`src/rtl/result_dump_reader_pkg.sv`:
```
// result_dump_reader_pkg: dump FSM states and default widths matching ARMProcessor.
package result_dump_reader_pkg;
    localparam int DEF_DATA_W = 32;
    localparam int DEF_ADDR_W = 5;
    typedef enum logic [2:0] {IDLE, ADDR, CAPT, SEND, CSUM, DONE} dump_state_t;
endpackage

```
`src/rtl/result_dump_reader_if.sv`:
```
// result_dump_reader_if: processor result port plus valid/ready dump stream and control.
interface result_dump_reader_if
    import result_dump_reader_pkg::*;
#(
    parameter int DATA_W = DEF_DATA_W,
    parameter int ADDR_W = DEF_ADDR_W
);
    logic              start;
    logic [ADDR_W-1:0] result_add;
    logic [DATA_W-1:0] resultado_out;
    logic              out_valid;
    logic              out_ready;
    logic [DATA_W-1:0] out_data;
    logic              out_last;
    logic              busy;
    logic              done;
    modport master (
        input  start, resultado_out, out_ready,
        output result_add, out_valid, out_data, out_last, busy, done
    );
    modport slave (
        output start, resultado_out, out_ready,
        input  result_add, out_valid, out_data, out_last, busy, done
    );
endinterface

```
`src/rtl/result_dump_reader.sv`:
```
// result_dump_reader: walks result_add over FIRST_REG..LAST_REG and streams each word out.
// Optional RESULT_DUMP_CHECKSUM_EN appends an XOR checksum word carrying out_last.
module result_dump_reader
    import result_dump_reader_pkg::*;
#(
    parameter int DATA_W    = DEF_DATA_W,
    parameter int ADDR_W    = DEF_ADDR_W,
    parameter int FIRST_REG = 0,
    parameter int LAST_REG  = 15
) (
    input logic clk,
    input logic rst,
    result_dump_reader_if.master bus
);
    localparam logic [ADDR_W-1:0] FIRST_A = ADDR_W'(FIRST_REG);
    localparam logic [ADDR_W-1:0] LAST_A  = ADDR_W'(LAST_REG);
`ifdef RESULT_DUMP_CHECKSUM_EN
    localparam bit CSUM_EN = 1'b1;
    logic [DATA_W-1:0] r_acc;
`else
    localparam bit CSUM_EN = 1'b0;
`endif
    dump_state_t       r_state;
    logic [ADDR_W-1:0] r_ptr;
    logic [DATA_W-1:0] r_data;
    logic              r_valid;
    logic              r_last;
    logic              r_busy;
    logic              r_done;
    logic              w_at_last;
    logic              w_hs;
    assign w_at_last      = r_ptr == LAST_A;
    assign w_hs           = r_valid && bus.out_ready;
    assign bus.result_add = r_ptr;
    assign bus.out_valid  = r_valid;
    assign bus.out_data   = r_data;
    assign bus.out_last   = r_last;
    assign bus.busy       = r_busy;
    assign bus.done       = r_done;
    // The pointer doubles as result_add; it is compared before incrementing so LAST_REG=2**ADDR_W-1 never wraps.
    always_ff @(posedge clk) begin
        if (rst) begin
            r_state <= IDLE;
            r_ptr   <= FIRST_A;
            r_data  <= '0;
            r_valid <= 1'b0;
            r_last  <= 1'b0;
            r_busy  <= 1'b0;
            r_done  <= 1'b0;
`ifdef RESULT_DUMP_CHECKSUM_EN
            r_acc   <= '0;
`endif
        end else begin
            r_done <= 1'b0;
            case (r_state)
                IDLE: if (bus.start) begin
                    r_state <= ADDR;
                    r_ptr   <= FIRST_A;
                    r_busy  <= 1'b1;
`ifdef RESULT_DUMP_CHECKSUM_EN
                    r_acc   <= '0;
`endif
                end
                ADDR: r_state <= CAPT;
                CAPT: begin
                    r_data  <= bus.resultado_out;
                    r_valid <= 1'b1;
                    r_last  <= w_at_last && !CSUM_EN;
                    r_state <= SEND;
`ifdef RESULT_DUMP_CHECKSUM_EN
                    r_acc   <= r_acc ^ bus.resultado_out;
`endif
                end
                SEND: if (w_hs) begin
                    r_valid <= 1'b0;
                    if (r_last) begin
                        r_state <= DONE;
                        r_done  <= 1'b1;
                    end
`ifdef RESULT_DUMP_CHECKSUM_EN
                    else if (w_at_last) r_state <= CSUM;
`endif
                    else begin
                        r_ptr   <= r_ptr + ADDR_W'(1);
                        r_state <= ADDR;
                    end
                end
`ifdef RESULT_DUMP_CHECKSUM_EN
                CSUM: begin
                    r_data  <= r_acc;
                    r_valid <= 1'b1;
                    r_last  <= 1'b1;
                    r_state <= SEND;
                end
`endif
                DONE: begin
                    r_busy  <= 1'b0;
                    r_state <= IDLE;
                end
                default: r_state <= IDLE;
            endcase
        end
    end
endmodule

```
`src/flat_wrapper.sv`:
```
// flat-port wrapper written by rule: the top's interface ports become plain ports
module result_dump_reader_flat import result_dump_reader_pkg::*;
#(
    parameter int DATA_W    = DEF_DATA_W,
    parameter int ADDR_W    = DEF_ADDR_W,
    parameter int FIRST_REG = 0,
    parameter int LAST_REG  = 15
)
  (clk, rst, bus_start, bus_resultado_out, bus_out_ready, bus_result_add, bus_out_valid, bus_out_data, bus_out_last, bus_busy, bus_done);
  result_dump_reader_if #(.DATA_W(DATA_W), .ADDR_W(ADDR_W)) bus_i ();
  input logic clk;
  input logic rst;
  input wire logic [$bits(bus_i.start)-1:0] bus_start;
  input wire logic [$bits(bus_i.resultado_out)-1:0] bus_resultado_out;
  input wire logic [$bits(bus_i.out_ready)-1:0] bus_out_ready;
  output wire logic [$bits(bus_i.result_add)-1:0] bus_result_add;
  output wire logic [$bits(bus_i.out_valid)-1:0] bus_out_valid;
  output wire logic [$bits(bus_i.out_data)-1:0] bus_out_data;
  output wire logic [$bits(bus_i.out_last)-1:0] bus_out_last;
  output wire logic [$bits(bus_i.busy)-1:0] bus_busy;
  output wire logic [$bits(bus_i.done)-1:0] bus_done;
  assign bus_i.start = bus_start;
  assign bus_i.resultado_out = bus_resultado_out;
  assign bus_i.out_ready = bus_out_ready;
  assign bus_result_add = bus_i.result_add;
  assign bus_out_valid = bus_i.out_valid;
  assign bus_out_data = bus_i.out_data;
  assign bus_out_last = bus_i.out_last;
  assign bus_busy = bus_i.busy;
  assign bus_done = bus_i.done;
  result_dump_reader #(.DATA_W(DATA_W), .ADDR_W(ADDR_W), .FIRST_REG(FIRST_REG), .LAST_REG(LAST_REG)) u_core (.clk(clk), .rst(rst), .bus(bus_i));
endmodule
```
`config.mk`:
```
export PLATFORM = sky130hd
export DESIGN_NAME = result_dump_reader_flat
export DESIGN_NICKNAME = d
export VERILOG_FILES = /design/src/rtl/result_dump_reader_pkg.sv /design/src/rtl/result_dump_reader_if.sv /design/src/rtl/result_dump_reader.sv /design/src/flat_wrapper.sv
export SDC_FILE = /design/constraint.sdc
export NUM_CORES = 1
export LEC_CHECK = 0
export ABC_AREA = 1
export BUFFER_PORTS_ARGS = -buffer_cell sky130_fd_sc_hd__clkbuf_2
export CAP_MARGIN = 20
export CORE_AREA = 2 2 65 67
export DETAILED_ROUTE_END_ITERATION = 16
export DIE_AREA = 0 0 67 69
export PLACE_DENSITY = 0.74
export SYNTH_ARGS = -nofsm -noshare
export SYNTH_HDL_FRONTEND = slang
export SYNTH_SLANG_ARGS = --single-unit
```
`constraint.sdc`:
```
create_clock -name clk -period 1.3 [get_ports clk]
set_input_delay 0.065 -clock clk [delete_from_list [all_inputs] [get_ports clk]]
set_output_delay 0.065 -clock clk [all_outputs]
set_load 0.1 [all_outputs]
```
== Word level (Yosys, flattened, before mapping) ==
Cells that the tools add are included.

* Register bits: 44
* Input port bits: 36
* Output and inout bits: 41
* Logic and storage cells: 41

* Add/subtract/negate cells: 1
* Equality and inequality tests: 8
* Muxes and demuxes: 13
* Bitwise operators: 2
* Reduce and logical (&&, ||, !) cells: 10

{| class="wikitable"
|+ Operators by type and width
! operator !! number
|-
| 2-to-1 mux 5 bit || 3
|-
| one-hot mux 3 bit (4 select lines) || 1
|-
| one-hot mux 5 bit (2 select lines) || 1
|-
| 2-to-1 mux 3 bit || 3
|-
| == test 3 x 2 -> 1 bit, second input constant || 2
|-
| AND reduction 2 bit || 3
|-
| nonzero test 2 bit || 3
|-
| adder 5 x 1 -> 5 bit, second input constant || 1
|-
| == test 5 x 4 -> 1 bit, second input constant || 1
|-
| != test 2 bit, second input constant || 2
|-
| one-hot mux 1 bit (2 select lines) || 2
|-
| AND reduction 4 bit || 1
|-
| == test 3 x 1 -> 1 bit, second input constant || 1
|-
| == test 3 bit, second input constant || 1
|-
| zero test 3 bit || 1
|-
| 2-to-1 mux 1 bit || 3
|-
| OR reduction 3 bit || 1
|-
| != test 2 x 1 -> 1 bit, second input constant || 1
|-
| inverter 1 bit || 2
|-
| logical AND 1 bit || 1
|}

== Logic depth before layout (Yosys ltp) ==
* Word-level depth: 4
* Depth in mapped cells: 8

== Worst setup path before layout ==
OpenSTA, ideal clock, no wires.

* Kind: register to register
* Start: reg u_core.r_ptr[0], in the netlist u_core.bus.result_add[0]
* End: reg u_core.r_ptr[4], in the netlist u_core.bus.result_add[4]
* Arrival: 1.929 ns
* Path slack: -0.694 ns
* Stages on the path, launching flop included: 8
* Path buffers: 0
* Path through: dfxtp_1 > ha_1 > nand2_1 > nor2_1 > ha_1 > nor2_1 > o21bai_1 > nor2_1

* Word-level cells in the longest chain between the ends: 4

{| class="wikitable"
|+ Ends and longest elaborated chain
! what !! RTL line !! RTL
|-
| start, declared || result_dump_reader.sv:24 || <nowiki>logic [ADDR_W-1:0] r_ptr;</nowiki>
|-
| start signal, assigned || result_dump_reader.sv:84 || <nowiki>r_ptr <= r_ptr + ADDR_W'(1);</nowiki>
|-
| adder 5 x 1 -> 5 bit || result_dump_reader.sv:84 ||
|-
| 2-to-1 mux 5 bit || result_dump_reader.sv:76 || <nowiki>if (r_last) begin</nowiki>
|-
| 2-to-1 mux 5 bit || result_dump_reader.sv:74 || <nowiki>SEND: if (w_hs) begin</nowiki>
|-
| one-hot mux 5 bit (2 select lines) || result_dump_reader.sv:55 || <nowiki>case (r_state)</nowiki>
|}

Every way passes these cells. The select of a mux whose other input is x is not followed.
A chain may end at the register's enable or synchronous reset.

== Worst setup path in the final report ==
Ends and elaborated chain as after synthesis.

==> metrics.yaml <==
status:
  status: "finished clean"
sta:
  hold_slack_ps: 8.60
  slew_headroom_pct: 63.2
  finalHoldViolCount: 0
  finClkSkew_ps: 2.13
  tightest_slew_ps: 554
  finalCriticalPeriod_ps: 1220
  maxSlewViolCount: 0
  rsz0062_at_grt: "no"
  period_share_pct: 93.7
  finalSetupViolCount: 0
  max_freq_mhz: 821
routing:
  first_pass_iters: 4
  routed_wl_um: 3730
  remaining_drc_errors: 0
  vias: 1633
  drt_iter0_drc: 48
  viasPerCell: 4.61
  antenna_left: 0
  wl_per_cell_um: 10.5
placement:
  port_buffers: 76
  place_congestion: 0.849
  dpl.hpwl_um: 2740
hold_path:
  min_path_cells: 3
  hold_start: "bus_resultado_out[26]"
  hold_end: "u_core.bus.out_data[26]$_SDFFE_PP0N_"
  hold_class: "in -> reg"
pwr:
  power_density_nw_per_um2: 1900
  vdd_drop_max_mv: 1.04
  p_clk_share_pct: 17.7
  pwr-share-comb_pct: 45.0
  leakage_nw: 1.09
  internal_power_mw: 2.28
  power_frac_seq_pct: 37.3
  swShare_pct: 48.6
  p_sw_mw: 2.15
floorplanning:
  die_x_um: 67
  die_area_um2: 4620
  die_height_um: 69
  io_pins: 77
  rows: 23
  coreArea_um2: 3910
  initial_core_util_pct: 43.6
global_routing:
  grt_overflow: 0
  grt_pass1_vias: 1598
  grt_usage_pct: 18.3
  grt_pass1_wl_um: 6570
  grt_max_degree: 33
  antenna_found_initial: 0
yosys:
  yosys.cell_types.count: 22
  synth.top_cell.area_share_pct: 51.6
  synthFlopType: "dfxtp_1"
  synth_commonest_cells: "nor2_1, dfxtp_1, o21ai_1, nand2_1, o21ai_0"
  postSynthCellCount: 221
  syn_area_um2: 1710
  postSynthAreaPerCell_um2: 7.72
  yosysMostFrequentCell: "nor2_1"
  synth.area.top_cells: "dfxtp_1, nor2_1, o21ai_1"
  synthArstFlopShare_pct: 0
  synth_seq_cells: 44
  synth_edf_count: 0
  yosysTopAreaCell: "dfxtp_1"
  ys_warn_count: 0
  syn-num-nets: 259
  synth-seq-area-share_pct: 51.6
worst_setup_path:
  cp-startpoint: "u_core.bus.result_add[0]$_SDFFE_PP0P_"
  slowest_delay_ps: 370
  path_class: "reg -> reg"
  worstPathArrival_ps: 1440
  crit_chain: "ha_4 > nand2_2 > nor2_2 > ha_1 > nor2_1 > o21bai_1 > nor2_1"
  crit_required_ps: 1530
  critPathSlowestCell: "dfxtp_4"
  timing.rr.start: "u_core.bus.result_add[0]$_SDFFE_PP0P_"
  r2r_end: "u_core.bus.result_add[4]$_SDFFE_PP0P_"
  crit_path_start_kind: "register"
  timing.critical_path.mode_cell: "nor2_1"
  worstRegToRegCells: 7
  worstPathMaxFanout: 5
  reg2reg_slack_ps: 80
  worstSetupEndpointType: "register"
clocking:
  htree_levels: 2
  clockBufferDepth: 2
  cts_made_buffers: 5
  clkTransAtPathRegs_ps: 70
  cts_tree: "yes"
  cts-root-buf: "clkbuf_8"
  cts_sinks: 44
  worst_skew_pair.late_latency_ps: 290
cells_and_area:
  antennaDiodeCount: 0
  utilization_pct: 59.6
  area_growth_pct: 36.7
  layout-drive-gt1-share_pct: 38.2
  finish.net_count: 342
run:
  maxCapViolCount: 0
[how the worst max path moves through the flow]
stage / to / slack, ps / cells after the start
floorplan: u_core.bus.result_add[4]$_SDFFE_PP0P_ / -80 / 7
global placement: u_core.bus.result_add[4]$_SDFFE_PP0P_ / 110 / 6
detailed placement: u_core.bus.result_add[4]$_SDFFE_PP0P_ / 70 / 6
CTS: u_core.bus.result_add[1]$_SDFFE_PP0P_ / 60 / 8
global route: u_core.bus.result_add[4]$_SDFFE_PP0P_ / 2 / 7
finish: u_core.bus.result_add[4]$_SDFFE_PP0P_ / 80 / 7
[through the flow]
stage                     setup TNS [ps]  total power, mW  instances  setup slack [ps]  area [µm²]
after floorplan                    -82.8             3.34        221             -82.8        1740
after global placement                 0             3.66        344               107        2220
after detailed placement               0             3.68        344              73.0        2220
after CTS                              0             4.48        354              55.3        2330
after global routing                   0             4.69        354              2.25        2330
final                                  0             4.43        354              82.1        2330
[logic make-up after synthesis]
group                    count (synthesis)  share of synthesized area [%]
AO/OA/AOI/OAI                           41                           12.3
XOR/XNOR                                 1                          0.513
adder cells (fa/ha/maj)                  2                           1.47
buffers and inverters                   20                           4.99
flip-flops                              44                           51.6
AND/OR/NAND/NOR                        113                           29.1
[layout by cell type (no fill, tap or decap), drive strengths merged]
| master | instances |
|---|---|
| a21oi | 4 |
| buf | 8 |
| clkbuf | 81 |
| clkinv | 1 |
| dfxtp | 44 |
| dlygate4sd3 | 3 |
| ha | 2 |
| inv | 10 |
| nand2 | 19 |
| nand3 | 6 |
| nand4 | 2 |
| nor2 | 83 |
| nor3 | 2 |
| nor4 | 1 |
| o21ai | 35 |
| o21bai | 2 |
| xor2 | 1 |
[state kept, by name, summed over array words and instances, names as in the netlist]
signal	count
u_core.bus.out_data	32
u_core.bus.result_add	5
u_core.r_state	3
u_core.bus.out_last	1
u_core.bus.done	1
u_core.bus.busy	1
u_core.bus.out_valid	1
[power by group through the flow]
stage | Combinational [mW] | Clock (mW) | Sequential [mW]
after global routing | 2.12 | 0.890 | 1.68
after floorplan | 0.465 | 0 | 2.87
after global placement | 1.99 | 0 | 1.68
final | 1.99 | 0.785 | 1.65
after detailed placement | 1.99 | 0 | 1.68
after CTS | 2.00 | 0.820 | 1.65
[area by class of cell]
| type | instances | area (µm²) |
|---|---|---|
| Sequential cell | 44 | 903 |
| Tap cell | 50 | 62.6 |
| Multi-Input combinational cell | 157 | 761 |
| Clock buffer | 6 | 72.6 |
| Timing Repair Buffer | 86 | 490 |
| Fill cell | 390 | 1580 |
| Clock inverter | 1 | 5.00 |
| Inverter | 10 | 37.5 |
[timing repair]
action                     CTS  global route
hold buffers                 3             0
setup endpoints to repair    0             4
resized for setup            0             3
setup buffers                0             0
hold endpoints to repair     3             0
[worst max-delay path, delay by kind of cell (launching register included)]
| family | cells | cell delay (ps) |
|---|---|---|
| compound gates | 1 | 70 |
| fa+ha+maj | 2 | 440 |
| flops | 1 | 370 |
| simple gates | 4 | 290 |
[per-layer routing]
metal,wire [µm],GRT usage (%),part of all wire (%)
met3,303,7.34,8.1
met5,0,0,0
met4,67,7.03,1.8
met1,1650,20.7,44
met2,1710,30.0,46
(Power assumes the default switching activity.)
